===== src/rtl/pc_sequencer.sv =====
// Program counter / next-PC unit with relative branches, ring return stack, stall and soft restart.
// Optional PC_STACK_FAULT_EN: sticky fault on stack overflow/underflow, freezing the PC until op 111.
module pc_sequencer #(
  parameter int                ADDR_W       = 16,
  parameter int                OFFSET_W     = 8,
  parameter int                STACK_DEPTH  = 8,
  parameter logic [ADDR_W-1:0] RESET_VECTOR = '0
) (
  input  logic                             clk,
  input  logic                             reset,
  input  logic                             en,
  input  logic [2:0]                       pc_op,
  input  logic                             cond,
  input  logic [OFFSET_W-1:0]              offset,
  input  logic [ADDR_W-1:0]                target,
  output logic [ADDR_W-1:0]                pc_out,
  output logic [ADDR_W-1:0]                pc_next,
  output logic [$clog2(STACK_DEPTH+1)-1:0] stack_count,
  output logic                             stack_full,
  output logic                             stack_empty
`ifdef PC_STACK_FAULT_EN
  ,
  output logic                             fault
`endif
);

  localparam int SP_W  = $clog2(STACK_DEPTH);
  localparam int CNT_W = $clog2(STACK_DEPTH+1);
`ifdef PC_STACK_FAULT_EN
  localparam bit FAULT_EN = 1'b1;
`else
  localparam bit FAULT_EN = 1'b0;
`endif

  typedef enum logic [2:0] {
    OP_HOLD = 3'b000, OP_INC = 3'b001, OP_BR  = 3'b010, OP_JMP = 3'b011,
    OP_CALL = 3'b100, OP_RET = 3'b101, OP_RSV = 3'b110, OP_RST = 3'b111
  } op_e;

  logic [ADDR_W-1:0] stack [STACK_DEPTH];
  logic [SP_W-1:0]   sp, sp_dec;
  logic [ADDR_W-1:0] pc_inc, br_tgt, pc_nxt;
  logic signed [ADDR_W-1:0] off_ext;
  logic              push, pop, clr, flt, flt_set;
  op_e               op;

  assign op          = op_e'(pc_op);
  assign sp_dec      = sp - SP_W'(1);
  assign pc_inc      = pc_out + ADDR_W'(1);
  assign off_ext     = ADDR_W'($signed(offset));
  assign br_tgt      = pc_out + off_ext;
  assign stack_full  = (stack_count == CNT_W'(STACK_DEPTH));
  assign stack_empty = (stack_count == '0);
  assign pc_next     = pc_nxt;
`ifdef PC_STACK_FAULT_EN
  assign fault       = flt;
`endif

  // Restart always wins; a latched fault blocks every other op.
  always_comb begin
    pc_nxt  = pc_out;
    push    = 1'b0;
    pop     = 1'b0;
    clr     = 1'b0;
    flt_set = 1'b0;
    if (op == OP_RST) begin
      pc_nxt = RESET_VECTOR;
      clr    = 1'b1;
    end else if (!flt) begin
      case (op)
        OP_INC: pc_nxt = pc_inc;
        OP_BR:  pc_nxt = cond ? br_tgt : pc_inc;
        OP_JMP: pc_nxt = target;
        OP_CALL: begin
          if (FAULT_EN && stack_full) flt_set = 1'b1;
          else begin
            push   = 1'b1;
            pc_nxt = target;
          end
        end
        OP_RET: begin
          if (stack_empty) begin
            if (FAULT_EN) flt_set = 1'b1;
            else          pc_nxt  = pc_inc;
          end else begin
            pop    = 1'b1;
            pc_nxt = stack[sp_dec];
          end
        end
        default: pc_nxt = pc_out;
      endcase
    end
  end

  always_ff @(posedge clk or posedge reset) begin
    if (reset) begin
      pc_out      <= RESET_VECTOR;
      sp          <= '0;
      stack_count <= '0;
      flt         <= 1'b0;
    end else if (en) begin
      pc_out <= pc_nxt;
      if (clr) begin
        sp          <= '0;
        stack_count <= '0;
        flt         <= 1'b0;
      end else if (push) begin
        sp <= sp + SP_W'(1);
        if (!stack_full) stack_count <= stack_count + CNT_W'(1);
      end else if (pop) begin
        sp          <= sp_dec;
        stack_count <= stack_count - CNT_W'(1);
      end
      if (flt_set) flt <= 1'b1;
    end
  end

  // Entries need no reset; a full ring simply overwrites its oldest slot.
  always_ff @(posedge clk) begin
    if (!reset && en && push) stack[sp] <= pc_inc;
  end

endmodule

===== config.mk =====
export PLATFORM = sky130hd
export DESIGN_NAME = pc_sequencer
export DESIGN_NICKNAME = d
export VERILOG_FILES = /design/src/rtl/pc_sequencer.sv
export SDC_FILE = /design/constraint.sdc
export NUM_CORES = 1
export LEC_CHECK = 0
export ABC_CLOCK_PERIOD_IN_PS = 2700
export CAP_MARGIN = 0
export CORE_MARGIN = 3
export CORE_UTILIZATION = 53
export CTS_CLUSTER_SIZE = 25
export DETAILED_ROUTE_END_ITERATION = 8
export GPL_TIMING_DRIVEN = 1
export PLACE_DENSITY = 0.76
export SYNTH_ARGS = -nofsm -noshare
export SYNTH_HDL_FRONTEND = slang
export SYNTH_SLANG_ARGS = --single-unit

===== constraint.sdc =====
create_clock -name clk -period 2.7 [get_ports clk]
set_input_delay 0.405 -clock clk [delete_from_list [all_inputs] [get_ports clk]]
set_output_delay 0.405 -clock clk [all_outputs]
set_load 0.01 [all_outputs]

==> impl_metrics.ini <==
[cells_and_area]
drive_above_1_share_pct = 43.8
n_antenna_cell = 0
final_cells = 1114
fillers = 822
nets = 970
area_growth_pct = 45.8

[synth]
synth_xor_area_share_pct = 3.14
synth_edf_count = 128
yosys-top-cells-count = edfxtp_1 (128), a21oi_1 (76), nand2_1 (66)
ys_seq_area_share_pct = 54.9
synth_top_family_by_area = compound AO/OA/AOI/OAI gates
yosysTopAreaCell = edfxtp_1
syn_inst = 660
synth_top_area_share_pct = 47.7
synth_ff_type = edfxtp_1
netlist_top_cells_area = edfxtp_1 (48%), mux4_2 (9.0%), dfrtp_1 (7.1%), a21oi_1 (4.7%), ha_1 (3.1%)
synthSimpleGateAreaFrac_pct = 10.2
synth_nets = 713
synth_most_common_cell = edfxtp_1
synth_compound_area_share_pct = 14.5
syn_avg_cell_area_um2 = 12.2
netlist_area_um2 = 8050
synth_warnings = 0
ys_types = 66
synthAdderAreaFrac_pct = 3.61
ys_seq_elements = 151
ys_async_sr_fraction_pct = 15.2
synthMuxAreaShare_pct = 10.2

[power]
p_leak_nw = 4.48
vdd_drop_max_v = 0.000695
cellPowerDensity_nw_per_um2 = 903

[global_route]
grt_max_degree = 26
grtUsageTotal_pct = 32.3
antenna_found_initial = 0
overflow = 0
grt_pass1_wl_um = 39900
grt_pass1_vias = 6948

[routing]
dr_total_vias = 7149
dr.pass1.iters = 6
m1WireLength_um = 10200
met2WireLength_um = 13000
wl_per_cell_um = 23.9
ant_nets = 0
via_per_inst = 6.42
drt_iter0_markers = 937
drc_errors = 0
dr.max_layer_used = met4
met3WireLength_um = 2460
wl_um = 26700

[clocking]
cts_tree = built
cts_hold_buf = 0
cts_root_buf = clkbuf_16
cts_made_buffers = 17
clkSinkCount = 151
clkTransAtPathRegs_ns = 0.07
worst_skew_pair.late_latency_ns = 0.43
htreeDepth = 4
clk_path_buf_depth = 2

[sta]
worst_pin_slew_ns = 0.874
tns_ns = -4.95
relSlewSlack_pct = 41.3
finalWorstSetupSlack_ns = -0.474
post-route-min-period_ns = 3.17
fin_hold_ws_ns = 0.200
final-setup-viol-count = 16
rsz0062_at_grt = yes
finalMaxSlewViolations = 0
clock_skew_ns = 0.0104
max_freq_mhz = 315
finalHoldViolCount = 0
fin_crit_sh_pct = 118

[worst_setup_path]
setup.worst_path.start_class = flip-flop
crit_fanout = 2
crit_path_end_kind = output pin
path_cells = buf_6 -> ha_4 -> a21o_1 -> buf_6 -> a21oi_4 -> buf_6 -> o221ai_2 -> xor2_1 -> a221oi_2 -> nand2b_4 -> nor2_2 -> buf_2
max_stage_delay_ns = 0.41
cp_slowest_cell = dfrtp_1
crit_arrival_ns = 2.77
crit_top_cell = buf_6
crit_required_ns = 2.30
timing_worst_setup_path_type = reg -> out

[job]
maxCapViolCount = 0

[floorplan]
rows = 44
start_util_pct = 54.8
die_y_um = 129
die_w_um = 129
die_area_um2 = 16700
coreArea_um2 = 14700
io_pins = 69

[placement]
placedCellCount = 1061
port_buffers = 68
place_congestion = 0.920
dp_hpwl_um = 17800

[status]
status = complete, but fails checks
violations = setup timing

[worst_hold_path]
hold_path_class = in -> async
[flip-flops by register name, summed over array words and instances (netlist names)]
name,flops
pc_out,16
sp,3
stack,128
stack_count,4
[metrics by stage]
| stage | instance area, um^2 | worst slack [ns] | util, % | total power, mW |
|---|---|---|---|---|
| 5_1_grt | 11700 | -0.550 | 79.9 | 11.0 |
| 6_report | 11700 | -0.474 | 79.9 | 10.6 |
| 2_1_floorplan | 8080 | 0.00312 | - | 5.12 |
| 4_1_cts | 11400 | -0.471 | 77.6 | 10.2 |
| 3_3_place_gp | 10300 | -1.05 | 70.3 | 7.03 |
| 3_5_place_dp | 10300 | -1.12 | 70.3 | 7.14 |
[placed cells by master, fill, tap and decap left out, types with 29 or more instances in the layout]
master / Yosys / layout
clkdlybuf4s50_1: 0 / 49
o21ai_0: 31 / 29
a21oi_1: 76 / 52
buf_4: 3 / 177
mux4_2: 32 / 32
edfxtp_1: 128 / 128
nand2_1: 66 / 53
nor2_1: 43 / 38
[routing by layer]
metal,track usage (%),vias up
li1,-,3037
met1,43.1,3560
met2,51.4,462
met3,8.04,90
met4,13.0,0
met5,0,-
[final timing paths]
kind	from	to	slack [ns]	cells past startpoint
max reg2reg	sp[0]	pc_out[8]	0.20	12
max	pc_out[1]	pc_next[7]	-0.47	12
min in group clk	stack_count[3]	stack_count[3]	0.67	2
min	reset	sp[2]	0.20	2
max in group asynchronous	reset	pc_out[0]	1.94	3
min reg2reg	stack_count[3]	stack_count[3]	0.67	2
[power by group]
group | total (mW) | switching (mW) | internal, mW
logic | 5.35 | 2.67 | 2.68
clock network | 2.32 | 1.03 | 1.30
registers | 2.92 | 0.130 | 2.79
total | 10.6 | 3.83 | 6.77
[worst max-delay path: cells and delay by family, from the launching register on]
kind | cells | cell delay [ns]
DFF | 1 | 0.41
adders and majority gates | 1 | 0.23
and+or+nand+nor | 2 | 0.23
AOI/OAI and AO/OA | 4 | 0.75
buffers and inverters | 4 | 0.52
xor gates and xnor gates | 1 | 0.20
[kinds of logic (layout without fill, tap and decap cells)]
family | after synthesis | count (layout)
buf+inv | 59 | 329
xor+xnor | 28 | 28
flops | 151 | 151
simple gates | 174 | 174
fa+ha+maj | 22 | 22
mux | 41 | 41
compound gates | 185 | 185
[layout make-up]
cell class | instances | area [um^2] | share of cell area [%]
multi-input combinational | 450 | 4000 | 34.1
sequential | 151 | 4420 | 37.7
inverter | 19 | 73.8 | 0.629
timing repair buffer | 278 | 2450 | 20.8
clock inverter | 14 | 138 | 1.17
tap | 184 | 230 | 1.96
clock buffer | 18 | 429 | 3.66
[repair_timing]
item / in CTS / in global routing
cloned: 1 / 0
endpoints found under the setup margin: 16 / 17
pin swaps: 61 / 49
resized for setup: 167 / 54
buffers inserted: 12 / 11
(Power assumes the default switching activity.)
